--- config.mk ---
export PLATFORM = sky130hd
export DESIGN_NAME = controller
export DESIGN_NICKNAME = d
export VERILOG_FILES = /design/src/rtl/controller_pkg.sv /design/src/rtl/controller_decode.sv /design/src/rtl/controller.sv
export SDC_FILE = /design/constraint.sdc
export NUM_CORES = 1
export LEC_CHECK = 0
export CAP_MARGIN = 10
export CORE_AREA = 2 2 39 41
export DETAILED_ROUTE_END_ITERATION = 8
export DIE_AREA = 0 0 41 43
export PLACE_DENSITY = 0.54
export REMOVE_ABC_BUFFERS = 1
export SLEW_MARGIN = 20
export SYNTH_ARGS = -nofsm -noshare
export SYNTH_HDL_FRONTEND = slang
export SYNTH_SLANG_ARGS = --single-unit
--- constraint.sdc ---
create_clock -name clk -period 0.86 [get_ports clk]
set_clock_uncertainty 0.15 [all_clocks]
set_input_delay 0.129 -clock clk [delete_from_list [all_inputs] [get_ports clk]]
set_output_delay 0.129 -clock clk [all_outputs]
set_load 0.05 [all_outputs]
--- src/rtl/controller_pkg.sv ---
// Shared constants and the control-word type for the single-cycle instruction decoder.
package controller_pkg;

  localparam logic [5:0] OP_RTYPE = 6'b000000;
  localparam logic [5:0] OP_LW    = 6'b100011;
  localparam logic [5:0] OP_SW    = 6'b101011;
  localparam logic [5:0] OP_BEQ   = 6'b000100;

  localparam logic [5:0] FN_ADD = 6'b100000;
  localparam logic [5:0] FN_SUB = 6'b100010;
  localparam logic [5:0] FN_AND = 6'b100100;
  localparam logic [5:0] FN_OR  = 6'b100101;
  localparam logic [5:0] FN_SLT = 6'b101010;

  typedef enum logic [1:0] {
    ALU_ADD    = 2'b00,
    ALU_SUB    = 2'b01,
    ALU_FUNC   = 2'b10,
    ALU_UNUSED = 2'b11
  } alu_op_e;

  typedef struct packed {
    logic    reg_dst;
    logic    reg_write;
    logic    alu_src;
    logic    mem_to_reg;
    logic    mem_read;
    logic    mem_write;
    logic    branch;
    alu_op_e alu_op;
  } ctrl_t;

  function automatic logic is_supported_func(input logic [5:0] func);
    return (func == FN_ADD) || (func == FN_SUB) || (func == FN_AND) ||
           (func == FN_OR)  || (func == FN_SLT);
  endfunction

endpackage

--- src/rtl/controller_decode.sv ---
// Combinational opcode/func decode into the next control word.
module controller_decode
  import controller_pkg::*;
(
  input  logic [5:0] opcode,
  input  logic [5:0] func,
  output ctrl_t      ctrl
);

  // func is consulted only in the R-type arm so it cannot leak into other decodes.
  always_comb begin
    ctrl = '0;
    case (opcode)
      OP_RTYPE: begin
        ctrl.reg_dst   = 1'b1;
        ctrl.reg_write = is_supported_func(func);
        ctrl.alu_op    = ALU_FUNC;
      end
      OP_LW: begin
        ctrl.reg_write  = 1'b1;
        ctrl.alu_src    = 1'b1;
        ctrl.mem_to_reg = 1'b1;
        ctrl.mem_read   = 1'b1;
        ctrl.alu_op     = ALU_ADD;
      end
      OP_SW: begin
        ctrl.alu_src   = 1'b1;
        ctrl.mem_write = 1'b1;
        ctrl.alu_op    = ALU_ADD;
      end
      OP_BEQ: begin
        ctrl.branch = 1'b1;
        ctrl.alu_op = ALU_SUB;
      end
      default: ctrl = '0;
    endcase
  end

endmodule

--- src/rtl/controller.sv ---
// Registered main control unit: decodes opcode/func and presents the result one cycle later.
module controller
  import controller_pkg::*;
(
  input  logic       clk,
  input  logic       rst,
  input  logic [5:0] func,
  input  logic [5:0] opcode,
  output logic       RegDst,
  output logic       RegWrite,
  output logic       ALUSrc,
  output logic       MemToReg,
  output logic       MemRead,
  output logic       MemWrite,
  output logic       branch,
  output logic [1:0] alu_op
);

  ctrl_t ctrl_d;
  ctrl_t ctrl_q;

  controller_decode u_decode (
    .opcode (opcode),
    .func   (func),
    .ctrl   (ctrl_d)
  );

  always_ff @(posedge clk) begin
    if (rst) ctrl_q <= '0;
    else     ctrl_q <= ctrl_d;
  end

  // Outputs come straight from the control register, never from the inputs.
  always_comb begin
    RegDst   = ctrl_q.reg_dst;
    RegWrite = ctrl_q.reg_write;
    ALUSrc   = ctrl_q.alu_src;
    MemToReg = ctrl_q.mem_to_reg;
    MemRead  = ctrl_q.mem_read;
    MemWrite = ctrl_q.mem_write;
    branch   = ctrl_q.branch;
    alu_op   = ctrl_q.alu_op;
  end

endmodule

# Word level (Yosys, flattened, before mapping)
# Index checks and enable logic that the tools add are counted.
# word_totals
regBits	9
wordCells	29
# op_classes
reduce_logical	6
n_eq_ne	8
n_mux	7
# ops
operator	count
6-bit equality test (second input constant)	7
6-bit by 3-bit equality test with 1-bit output (second input constant)	1
6-bit logical NOT	1
1-bit logical OR	4
1-bit two-way mux	4
2-bit case mux with 2 select lines	1
2-bit two-way mux	1
1-bit case mux with 2 select lines	1
2-bit OR reduction	1

# Longest topological paths before layout
# depth
word_depth	6
ltp_mapped	4

# Hierarchy
# From an unflattened synthesis, not the netlist that was laid out.
# unflattened
cells_unflattened	34
hier_area_um2	357.8
# by_module_without_submodules
module	n_inst	cells_each	area_per_inst_um2
controller	1	18	236.5
controller_decode	1	16	121.4

# Worst setup path before layout
# Ideal clock, no wire load.
# synth_timing
path_type	register to output
start	register MemRead (netlist name)
end	output MemToReg
arrival_ps	894
n_path_buf	1
setup_slack_ps	-313
stages_incl_launch_ff	2
required_time_ps	581
cell_sequence	dfxtp_1 > buf_4
# synth_rtl
element	line_no	source
end, declared	controller.sv:12	output logic MemToReg,

==> results summary <==
The post-route worst setup slack came out at -0.172 ns. The repair_antennas step left the layout with diodes totalling 0. The first detailed-routing pass took 4 iterations. The initial utilization of the core area, before any placement, comes to 18.6%.

The slew at the pin closest to its max-slew limit came out at 0.236 ns. Of the synthesized area, sequential elements account for 54.4%. The mean post-synth cell area is 10.7 um2. The static leakage came out at 0.285 nW. The run finished, with violations left. The clock transition time at the flip-flop clock pins of the worst setup and hold paths is 0.05 ns. The required time at the worst-slack endpoint came out at 0.58 ns.

The final HPWL from detailed placement came out at 494 um. The slowest stage of the critical path belongs to the cell dfxtp_4. The row count is 14. The number of design-rule violations left by the first detailed-router iteration came out at 2.

The final hold violation count came out at 0. The final reports fail on negative setup slack. The total global-route track usage came out at 8.98%. The boundary pin count is 23. The number of global-route vias before repair is 239. The die area came out at 1760 um2.

Once detail routing completed, the nets flagged for antenna violations numbered 0. The cell family contributing the most delay on the critical path is flip-flops. The deepest level of the CTS H-tree is 1. The die span in y is 43 um. Global routing finished with a remaining overflow of 0. The horizontal die dimension is 41 um. Walking the worst path, the cells encountered are buf_12. The global-route wire length before repair is 979 um. The via count of the routed design is 269. The total of max-cap violations came out at 0. Entering global routing, the biggest net connects 5 pins.

Setup repair after global routing could not meet its margin everywhere. The number of buffers and inverters on the critical path is 1. The area growth from synthesis to layout is 145%. The minimum period implied by the final worst setup slack came out at 1.03 ns. The pre-CTS setup slack is -0.549 ns. The placed cell count is 63.

The cell sitting at the root of the clock tree is a clkbuf_4. The number of warnings issued by yosys is 0. The post-route clock period utilization came out at 120%. On the worst path, the slowest cell contributes a delay of 0.37 ns. Summed over all layers, the routed wires come to 657 um. After the flow finishes, the layout carries non-filler instances totaling 67. In this run the worst hold path is classified as primary input to register. The power density relative to cell area is 1150 nW/um2.

Timing would allow up to 969 MHz. The maximum vdd ir drop is 0.000334 V. The synthesized instance count came out at 24.

The clock sink count is 7. The weighted congestion at the end of routability-driven global placement is 0.725. The worst relative slew slack came out at 84.1%. The average via count per standard cell is 4.01. The core box area is 1380 um2. STA classifies the critical path startpoint as a register.

The post-route DRC violation count came out at 0. The synthesized cell area is 258 um2. The quantity of I/O buffers inserted on ports is 22. The post-CTS setup repair buffer count is 0. Yosys mapped the design onto 15 distinct sky130hd cell types.

The flip-flop and latch count after synthesis is 7. The share of final-layout standard cells stronger than drive strength 1 came out at 68.6%. In this run the worst path has a maximum fanout of 2. The hold-fix buffer count after cts is 0. In this run, CTS created clock tree buffers numbering 3.

The net count of the finished layout is 66. STA puts the critical path data arrival time at 0.75 ns. STA classifies the critical path endpoint as an output pin.

TritonCTS built the clock tree. The number of slew-limit violations in the final report was 0. In the final routed layout, each cell accounts on average for 9.81 um. The number of failing setup endpoints in the final timing report came out at 9. The worst setup path is of the register to output pin kind. The number of buffers on the longest clock path came out at 2.

The number of antenna violations at the first check in global routing is 0.
[through the flow]
step | util, % | area, um2 | total power, mW | hold WS, ns | setup TNS (ns)
3_3_place_gp | 43.0 | 596 | 0.449 | 0.426 | -3.17
2_1_floorplan | - | 243 | 0.357 | 0.0514 | -1.34
5_1_grt | 45.7 | 632 | 0.771 | 0.0293 | -1.65
3_5_place_dp | 43.0 | 596 | 0.451 | 0.427 | -3.23
6_report | 45.7 | 632 | 0.728 | 0.0372 | -1.36
4_1_cts | 45.8 | 634 | 0.730 | 0.0408 | -1.41
[cells in the final DEF (no fill, tap or decap), drive strengths merged]
master | netlist | routed
buf | 2 | 13
clkbuf | 0 | 8
dfxtp | 7 | 7
dlygate4sd2 | 0 | 3
clkdlybuf4s50 | 0 | 3
inv | 3 | 3
nor2 | 2 | 2
clkdlybuf4s15 | 0 | 2
nor4 | 1 | 1
nor3 | 1 | 1
nand2 | 1 | 1
and3 | 1 | 1
nand4 | 1 | 1
nand2b | 1 | 1
mux2i | 1 | 1
nand4b | 1 | 1
o22ai | 1 | 1
and2 | 1 | 1
[sequential cells by signal, indices dropped and copies added (netlist names)]
register and cells:
MemWrite 1, ALUSrc 1, alu_op 2, RegWrite 1
RegDst 1, MemRead 1
[logic make-up (layout without fill, tap and decap cells)]
family	Yosys count	count (layout)	share of synthesized area, %
compound gates	1	1	2.43
mux	1	1	3.88
simple gates	10	10	29.1
flops	7	7	54.4
buf+inv	5	32	10.2
[cells in the mapped netlist]
cell,count,share of area [%]
dfxtp_1,7,54
buf_4,2,5.8
inv_1,2,2.9
nor2_1,2,2.9
and2_1,1,2.4
and3_2,1,2.9
inv_2,1,1.5
mux2i_1,1,3.9
nand2_1,1,1.5
nand2b_1,1,2.4
nand4_2,1,4.9
nand4b_1,1,3.4
nor3_2,1,3.9
nor4_2,1,4.9
o22ai_1,1,2.4
[power breakdown]
group          switching (mW)  total (mW)  internal (mW)
Clock                   0.121       0.298          0.177
Combinational          0.0444       0.107         0.0626
Sequential            0.00204       0.323          0.321
Total                   0.167       0.728          0.561
[path summary, 6_finish.rpt]
check             slack (ns)         to      start  cells past startpoint
setup / recovery       -0.17     branch  alu_op[0]                      1
hold / removal          0.04  alu_op[0]  opcode[2]                      2
[metal layers]
layer  vias to the layer above  GRT usage (%)  share of wire, %
met3                         3           1.57               7.6
met4                         0           12.0               4.1
li1                        133              -                 -
met5                         -              0                 0
met1                       113           9.48                33
met2                        20           12.2                54
[area by class of cell]
cell class	instances	area [um2]
Tap cell	16	20.0
Timing Repair Buffer	25	305
Fill cell	132	752
Sequential cell	7	154
Clock buffer	4	26.3
Inverter	3	11.3
Multi-Input combinational cell	12	115
[what timing repair did]
| action | in CTS | in global routing |
|---|---|---|
| gates resized for setup | 28 | 9 |
| endpoints found under the hold margin | 0 | 0 |
| pin swaps | 6 | 5 |
| gates cloned | 0 | 0 |
| setup endpoints to repair | 16 | 12 |
No activity file was read; power rests on OpenSTA's default activity.
